$ cat src/rtl/bin2bcd_disp_feed_if.sv
// CPU store bus into the display feeder and the feeder's load port toward the digit-tube driver.
// Handshake: bus_we is a one-cycle store strobe with no ready (the feeder always accepts);
// digtube_ena is a one-cycle valid with no backpressure, cal_result/addr_digtube are stable while it is high.
interface bin2bcd_disp_feed_if;
  logic        bus_we;
  logic [31:0] bus_addr;
  logic [31:0] bus_wdata;
  logic        digtube_ena;
  logic [31:0] cal_result;
  logic [13:0] addr_digtube;
  logic        busy;
  logic [7:0]  drop_cnt;
  logic [1:0]  dbg_state;

  modport master (
    output bus_we, bus_addr, bus_wdata,
    input  digtube_ena, cal_result, addr_digtube, busy, drop_cnt, dbg_state
  );

  modport slave (
    input  bus_we, bus_addr, bus_wdata,
    output digtube_ena, cal_result, addr_digtube, busy, drop_cnt, dbg_state
  );
endinterface

$ cat src/rtl/bin2bcd_disp_feed.sv
// Memory-mapped display feeder: raw-hex passthrough or 32-step double-dabble binary-to-BCD,
// with a single-entry newest-wins pending buffer in front of the converter.
module bin2bcd_disp_feed #(
  parameter logic [31:0] ADDR_HEX = 32'hFFFF_F000,
  parameter logic [31:0] ADDR_DEC = 32'hFFFF_F004
) (
  input logic               clk,
  input logic               rst,
  bin2bcd_disp_feed_if.slave bus
);

  typedef enum logic [1:0] {
    S_IDLE = 2'd0,
    S_CONV = 2'd1,
    S_DONE = 2'd2
  } state_t;

  localparam logic [31:0] DEC_MAX = 32'd99_999_999;

  state_t      r_state;
  state_t      w_state_next;

  logic        r_pend_valid;
  logic        r_pend_dec;
  logic [31:0] r_pend_data;
  logic [13:0] r_pend_addr;
  logic [7:0]  r_drop_cnt;

  logic [31:0] r_acc;
  logic [31:0] r_sr;
  logic [4:0]  r_cnt;
  logic [13:0] r_conv_addr;
  logic [31:0] r_result;
  logic [13:0] r_addr_out;

  logic        w_acc_hex;
  logic        w_acc_dec;
  logic        w_accept;
  logic        w_consume;
  logic        w_over;
  logic [31:0] w_adj;
  logic [31:0] w_acc_next;
  logic [31:0] w_sr_next;

  assign w_acc_hex = bus.bus_we && (bus.bus_addr == ADDR_HEX);
  assign w_acc_dec = bus.bus_we && (bus.bus_addr == ADDR_DEC);
  assign w_accept  = w_acc_hex || w_acc_dec;
  assign w_consume = (r_state == S_IDLE) && r_pend_valid;
  assign w_over    = r_pend_data > DEC_MAX;

  // A write landing on the same edge the entry is consumed refills the buffer and is not a drop.
  always_ff @(posedge clk or posedge rst) begin
    if (rst) begin
      r_pend_valid <= 1'b0;
      r_pend_dec   <= 1'b0;
      r_pend_data  <= '0;
      r_pend_addr  <= '0;
      r_drop_cnt   <= '0;
    end else begin
      if (w_accept) begin
        r_pend_valid <= 1'b1;
        r_pend_dec   <= w_acc_dec;
        r_pend_data  <= bus.bus_wdata;
        r_pend_addr  <= bus.bus_addr[13:0];
      end else if (w_consume) begin
        r_pend_valid <= 1'b0;
      end
      if (w_accept && r_pend_valid && !w_consume && (r_drop_cnt != 8'hFF))
        r_drop_cnt <= r_drop_cnt + 8'd1;
    end
  end

  always_ff @(posedge clk or posedge rst) begin
    if (rst) r_state <= S_IDLE;
    else     r_state <= w_state_next;
  end

  always_comb begin
    w_state_next = r_state;
    case (r_state)
      S_IDLE: if (w_consume) w_state_next = (!r_pend_dec || w_over) ? S_DONE : S_CONV;
      S_CONV: if (r_cnt == 5'd31) w_state_next = S_DONE;
      S_DONE: w_state_next = S_IDLE;
      default: w_state_next = S_IDLE;
    endcase
  end

  always_comb begin
    bus.digtube_ena = (r_state == S_DONE);
    bus.busy        = (r_state != S_IDLE) || r_pend_valid;
    bus.dbg_state   = r_state;
  end

  // Double-dabble step: correct nibbles >= 5 first, then shift {acc, sr} left by one.
  always_comb begin
    w_adj = r_acc;
    for (int i = 0; i < 8; i++) begin
      if (r_acc[4*i +: 4] >= 4'd5) w_adj[4*i +: 4] = r_acc[4*i +: 4] + 4'd3;
    end
  end

  assign w_acc_next = {w_adj[30:0], r_sr[31]};
  assign w_sr_next  = {r_sr[30:0], 1'b0};

  always_ff @(posedge clk or posedge rst) begin
    if (rst) begin
      r_acc       <= '0;
      r_sr        <= '0;
      r_cnt       <= '0;
      r_conv_addr <= '0;
      r_result    <= '0;
      r_addr_out  <= '0;
    end else begin
      case (r_state)
        S_IDLE: begin
          if (w_consume) begin
            if (!r_pend_dec) begin
              r_result   <= r_pend_data;
              r_addr_out <= r_pend_addr;
            end else if (w_over) begin
              r_result   <= 32'hEEEE_EEEE;
              r_addr_out <= r_pend_addr;
            end else begin
              r_acc       <= '0;
              r_sr        <= r_pend_data;
              r_cnt       <= '0;
              r_conv_addr <= r_pend_addr;
            end
          end
        end
        S_CONV: begin
          r_acc <= w_acc_next;
          r_sr  <= w_sr_next;
          r_cnt <= r_cnt + 5'd1;
          if (r_cnt == 5'd31) begin
            r_result   <= w_acc_next;
            r_addr_out <= r_conv_addr;
          end
        end
        default: ;
      endcase
    end
  end

  assign bus.cal_result   = r_result;
  assign bus.addr_digtube = r_addr_out;
  assign bus.drop_cnt     = r_drop_cnt;

endmodule

$ cat src/flat_wrapper.sv
// flat-port wrapper written by rule: the top's interface ports become plain ports
module bin2bcd_disp_feed_flat 
#(
  parameter logic [31:0] ADDR_HEX = 32'hFFFF_F000,
  parameter logic [31:0] ADDR_DEC = 32'hFFFF_F004
)
  (clk, rst, bus_bus_we, bus_bus_addr, bus_bus_wdata, bus_digtube_ena, bus_cal_result, bus_addr_digtube, bus_busy, bus_drop_cnt, bus_dbg_state);
  bin2bcd_disp_feed_if bus_i ();
  input logic clk;
  input logic rst;
  input wire logic [$bits(bus_i.bus_we)-1:0] bus_bus_we;
  input wire logic [$bits(bus_i.bus_addr)-1:0] bus_bus_addr;
  input wire logic [$bits(bus_i.bus_wdata)-1:0] bus_bus_wdata;
  output wire logic [$bits(bus_i.digtube_ena)-1:0] bus_digtube_ena;
  output wire logic [$bits(bus_i.cal_result)-1:0] bus_cal_result;
  output wire logic [$bits(bus_i.addr_digtube)-1:0] bus_addr_digtube;
  output wire logic [$bits(bus_i.busy)-1:0] bus_busy;
  output wire logic [$bits(bus_i.drop_cnt)-1:0] bus_drop_cnt;
  output wire logic [$bits(bus_i.dbg_state)-1:0] bus_dbg_state;
  assign bus_i.bus_we = bus_bus_we;
  assign bus_i.bus_addr = bus_bus_addr;
  assign bus_i.bus_wdata = bus_bus_wdata;
  assign bus_digtube_ena = bus_i.digtube_ena;
  assign bus_cal_result = bus_i.cal_result;
  assign bus_addr_digtube = bus_i.addr_digtube;
  assign bus_busy = bus_i.busy;
  assign bus_drop_cnt = bus_i.drop_cnt;
  assign bus_dbg_state = bus_i.dbg_state;
  bin2bcd_disp_feed #(.ADDR_HEX(ADDR_HEX), .ADDR_DEC(ADDR_DEC)) u_core (.clk(clk), .rst(rst), .bus(bus_i));
endmodule
$ cat config.mk
export PLATFORM = sky130hd
export DESIGN_NAME = bin2bcd_disp_feed_flat
export DESIGN_NICKNAME = d
export VERILOG_FILES = /design/src/rtl/bin2bcd_disp_feed_if.sv /design/src/rtl/bin2bcd_disp_feed.sv /design/src/flat_wrapper.sv
export SDC_FILE = /design/constraint.sdc
export NUM_CORES = 1
export LEC_CHECK = 0
export CORE_MARGIN = 2
export CORE_UTILIZATION = 28
export DETAILED_ROUTE_END_ITERATION = 8
export PLACE_DENSITY = 0.54
export REMOVE_ABC_BUFFERS = 1
export SLEW_MARGIN = 0
export SYNTH_ARGS = -nofsm -noshare
export SYNTH_HDL_FRONTEND = slang
export SYNTH_SLANG_ARGS = --single-unit
$ cat constraint.sdc
create_clock -name clk -period 7.85 [get_ports clk]
set_input_delay 1.1775 -clock clk [delete_from_list [all_inputs] [get_ports clk]]
set_output_delay 1.1775 -clock clk [all_outputs]
set_load 0.005 [all_outputs]
After elaboration in Yosys (flattened, before gate mapping)
Cells that the tools add are included. Widths: inputs -> output; s select.

Add/sub/neg operators: 10. Magnitude comparators: 9. Equal/unequal tests: 11. Multiplexer cells: 36. Bitwise logic cells: 1. Reductions and logical operators: 19.

Operators with widths (number): $mux 32 (10); $pmux 32 s2 (3); $eq 32x32->1 const B (2); $mux 14 (4); $ge 4x3->1 const B (8); $gt 32x27->1 const B (1); $add 4x2->4 const B (7); $mux 4 (7); $pmux 14 s2 (1); $mux 5 (3); $reduce_and 4->1 (3); $pmux 5 s2 (1); $add 8x1->8 const B (1); $ne 8x8->1 const B (1); $logic_and 1x1->1 (6); $mux 2 (3); $ne 2x1->1 const B (3); $reduce_bool 2->1 (3); $add 5x1->5 const B (1); $eq 5x5->1 const B (1); $pmux 2 s2 (1); $add 3x2->3 const B (1); $logic_or 1x1->1 (3); $mux 3 (1); other kinds (9) (11).

Bits in registers: 187. Input bits: 67. Logic and storage cells: 98.

Longest topological paths before layout
Depth in word-level cells: 6. Depth in mapped cells: 9. Gate-level depth less buffers: 7.

Least setup slack after synthesis
OpenSTA, ideal clock, no wires.

Kind: in2reg. Start point: input port bus_bus_addr[11]. End point: register u_core.r_drop_cnt[1], in the netlist u_core.bus.drop_cnt[1]. Library setup time: 0.125 ns. Arrival: 2.498 ns. Required time: 7.725 ns. Path slack: 5.227 ns. Cell stages on the path: 5. Path buffers: 0. Cell sequence: nand2b_1 nor4_1 nand4_1 nor3_1 mux2_2.

Cells in the longest elaborated chain, start to end: 6. Elaborated cells between the ends (all ways): 8. Classes of those cells: eq/ne (2); reduce/logical (6).

RTL lines: start, declared (RTL line flat_wrapper.sv:12) `input wire logic [$bits(bus_i.bus_addr)-1:0] bus_bus_addr;`; $eq 32x32->1 (on tied branches) (RTL line bin2bcd_disp_feed.sv:45, bin2bcd_disp_feed.sv:46); $logic_and 1x1->1 (on tied branches) (RTL line bin2bcd_disp_feed.sv:45, bin2bcd_disp_feed.sv:46); $logic_or 1x1->1 (*) (RTL line bin2bcd_disp_feed.sv:47) `assign w_accept = w_acc_hex || w_acc_dec;`; $logic_and 1x1->1 (*) (3 in a row) (RTL line bin2bcd_disp_feed.sv:68) `if (w_accept && r_pend_valid && !w_consume && (r_drop_cnt != 8'hFF))`; end signal, assigned (RTL line bin2bcd_disp_feed.sv:69) `r_drop_cnt <= r_drop_cnt + 8'd1;`; end, declared (RTL line bin2bcd_disp_feed.sv:27) `logic [7:0] r_drop_cnt;`.

Mark *: on every way between the ends. The rest lies on a longest branch, timed or not. A chain may end at the register's enable or synchronous reset.

Worst setup path after layout
Start point: register u_core.r_state[1], in the netlist u_core.bus.dbg_state[1]. End point: output port bus_busy.

Cells in the longest elaborated chain, start to end: 2.

RTL lines: start, declared (RTL line bin2bcd_disp_feed.sv:20) `state_t r_state;`; start signal, assigned (RTL line bin2bcd_disp_feed.sv:75) `else r_state <= w_state_next;`; $reduce_bool 2->1 (RTL line bin2bcd_disp_feed.sv:90) `bus.busy = (r_state != S_IDLE) || r_pend_valid;`; $logic_or 1x1->1 (RTL line bin2bcd_disp_feed.sv:90); end, declared (RTL line flat_wrapper.sv:17) `output wire logic [$bits(bus_i.busy)-1:0] bus_busy;`.

No other way between the ends.

==> summary.md <==
| Metric | Value |
|---|---|
| Number of synthesized flops with an enable pin | 0 |
| CTS root buffer | clkbuf_16 |
| Yosys top cell by area | dfrtp_1 |
| Vias in the first global route | around 6400 |
| CP arrival | 1.86 ns |
| Fin crit period | 3.04 ns |
| Synth Area per Inst | 11.5 µm² |
| DP Cell Count | roughly 1200 |
| CP bufs+invs | 2 |
| Non-Filler Instances | 1280 |
| Clock transition at path regs | 0.07 ns |
| Clock Skews | 0.0167 ns |
| Setup CP Type | reg -> out |
| Synth area leaders | dfrtp_1 (54%), mux2_2 (11%), a221o_1 (3.0%), nand2_1 (2.9%), ha_1 (2.7%) |
| Highest clock rate | 329 MHz |
| Ys flop type | dfrtp_1 |
| Io pins | 125 |
| Post-synth cell types | 41 |
| DRC violations left | 0 |
| CTS hold repair buffers | 0 |
| Mapped Cells | 757 |
| Worst-path maximum fanout | 18 |
| Core Area | approximately 0.031 mm² |
| Rel. slew slack | 33.7% |
| Slowest cell on crit path | clkdlybuf4s50_1 |
| Yosys warnings | 0 |
| Initial DRC count | 324 |
| Final nets | 957 |
| Status | completed |
| Router iterations before antenna repair | 4 |
| Largest net degree at the start of global routing | 118 |
| Synth-to-Final Area Change | 26.2% |
| Gr usage total | 13.4% |
| Power Dens Cells | 178 mW/mm² |
| Slew Limit Fails | 0 |
| Clk sinks | 187 |
| RSZ-0062 raised after global routing | false |
| WP data required | 6.67 ns |
| Grt total ovfl | 0 |
| Max VDD drop | 120 µV |
| Layout cells sized above 1 | between 10% and 20% |
| Hold crit path type | reg -> reg |
| Max_cap viols | 0 |
| Synthesized flop and latch total | 187 |
| Post-DRT Antenna Nets | 0 |
| Avg Vias per Cell | 4.74 |
| CP Launch Type | register |
| GP Congestion | slightly below 0.8 |
| Sequential area share after synthesis | 53.6% |
| Post-DP HPWL | between 10 and 15 mm |
| Psw | around 420 µW |
| Post-route setup TNS | 0 ns |
| HP Start | u_core.r_sr[28]$_DFFE_PP0P_ |
| CTS buffer count | 17 |
| Top cell type's share of synthesized area | 53.6% |
| CP top delay family | buffers and inverters |
| First-pass GRT wire length | 35.2 mm |
| P_int | 1.54 mW |
| Die Ht | about 180 µm |
| Syn Std Cell Area | 0.00873 mm² |
| Post-CTS Setup Bufs | 0 |
| Chain of cells forming the critical path | buf_4 -> or3_1 -> clkdlybuf4s50_1 |
| Clock latency on the worst-skew pair | 0.43 ns |
| Starting density of the core | 28.5% |
| Post-cts sizing count | 0 |
| CTS max path bufs | 2 |
| IO buf count | 124 |
| Final setup vio count | 0 |
| Worst Setup End Kind | primary output |
| Routed len/inst | 16.5 µm |
| TritonCTS clock tree | yes |
| Vias after detailed routing | 6061 |
| Die ar. | 0.0326 mm² |
| Final Hold Fails | 0 |
| Leak Pwr | 5.32 nW |
| WL final | 21.1 mm |
| Post-synth ARST share | 100% |
| Actual slew at the worst max-slew pin | 0.992 ns |
| Switching share of total power | 21.4% |
| Reg power frac | 49.1% |
| Die W | 181 µm |
| Final period util | 38.7% |
| Initial antenna violation count | 0 |
| H-tree levels | 4 |
| Slowest cell delay on critical path | 0.45 ns |
| Row Count | 64 |
| Clock power share | 48.1% |
| Antenna Cells | 0 |
| Combinational cell fraction of total power | 2.8% |
| FF-to-FF Start | u_core.r_pend_data[17]$_DFFE_PP0P_ |
| FF-to-FF setup slack | between 4 and 5 ns |
| Critical Path Start | u_core.bus.dbg_state[1]$_DFFE_PP0P_ |
[cell type report]
type	instances	area (µm²)
Fill cell	3015	19600
Sequential cell	187	4680
Multi-Input combinational cell	490	3720
Timing Repair Buffer	137	1340
Tap cell	396	495
Clock buffer	20	447
Clock inverter	12	186
Inverter	38	150
[worst paths after layout]
kind / cells past startpoint / endpoint
max in group asynchronous: 3 / u_core.r_pend_data[16]$_DFFE_PP0P_
min in group asynchronous: 2 / u_core.bus.addr_digtube[2]$_DFFE_PP0P_
min: 1 / u_core.r_sr[28]$_DFFE_PP0P_
max: 3 / bus_busy
max reg2reg: 6 / u_core.r_conv_addr[9]$_DFFE_PP0P_
min reg2reg: 1 / u_core.r_sr[28]$_DFFE_PP0P_
[sequential cells by signal (all words and copies together) (netlist names), 2 cells and up]
name                     count
u_core.r_sr                 32
u_core.bus.cal_result       32
u_core.bus.dbg_state         2
u_core.r_pend_addr          14
u_core.r_cnt                 5
u_core.r_acc                32
u_core.r_conv_addr          14
u_core.r_pend_data          32
u_core.bus.addr_digtube     14
u_core.bus.drop_cnt          8
[power groups by stage]
stage               Combinational, mW  Sequential, mW  Clock, mW
floorplan                      0.0149           0.982          0
global placement               0.0586           0.982          0
detailed placement             0.0587           0.982          0
CTS                            0.0587           0.963      0.971
global route                   0.0625           0.962       1.02
finish                         0.0557           0.963      0.942
[worst register-to-register path: cells and delay by family (launching register included)]
| kind | cells | cell delay (ns) |
|---|---|---|
| AOI/OAI and AO/OA | 2 | 0.48 |
| buffers and inverters | 1 | 0.45 |
| DFF | 1 | 0.47 |
| muxes | 1 | 0.39 |
| and+or+nand+nor | 2 | 1.07 |
[metrics by stage]
step | area [µm²] | hold slack (ns) | setup WS [ns] | power, mW | utilization, %
floorplan | 8530 | 0.451 | 1.59 | 0.997 | -
global placement | 10400 | 0.476 | 4.38 | 1.04 | 33.9
detailed placement | 10400 | 0.484 | 4.33 | 1.04 | 33.9
CTS | 11000 | 0.504 | 4.75 | 1.99 | 35.9
global route | 11000 | 0.518 | 4.60 | 2.04 | 35.9
finish | 11000 | 0.500 | 4.81 | 1.96 | 35.9
[metal layers]
layer | routed length, µm | track usage, % | up-vias
li1 | - | - | 2923
met1 | 10300 | 18.3 | 3019
met2 | 10000 | 21.9 | 111
met3 | 695 | 2.71 | 8
met4 | 104 | 3.10 | 0
met5 | 0 | 0 | -
[logic make-up after synthesis]
family / share of synthesized area (%)
AO/OA/AOI/OAI: 13.2
XOR/XNOR: 1.40
adder cells (fa/ha/maj): 2.72
buffers and inverters: 3.98
flip-flops: 53.6
multiplexers: 12.8
AND/OR/NAND/NOR: 12.3
[Yosys cell counts (2+ instances only)]
master and number:
dfrtp_1 187, mux2_2 83, nand2_1 67, inv_1 38
and2_1 37, o21ai_0 35, a221o_1 26, a22o_1 26
a21o_1 24, clkbuf_1 23, nand2b_1 20, ha_1 19
a211oi_1 18, mux2i_1 18, a21oi_1 15, nor2_1 13
nor3_1 13, or3b_2 12, buf_2 11, or3_1 10
a31oi_1 9, nand4_1 8, xnor2_1 8, nor4_1 7
xor2_1 6, buf_4 5, nand3_1 4, buf_6 2
[cell usage in the layout, fill, tap and decap left out, types with 19 or more instances in the layout]
cell and count:
a21o_1 23, a221o_1 26, a22o_1 26, and2_1 37, clkdlybuf4s50_1 124, dfrtp_1 187, ha_1 19, inv_1 37
mux2_2 83, nand2_1 67, nand2b_1 19, o21ai_0 35
Power figures use the tool's default switching activity.
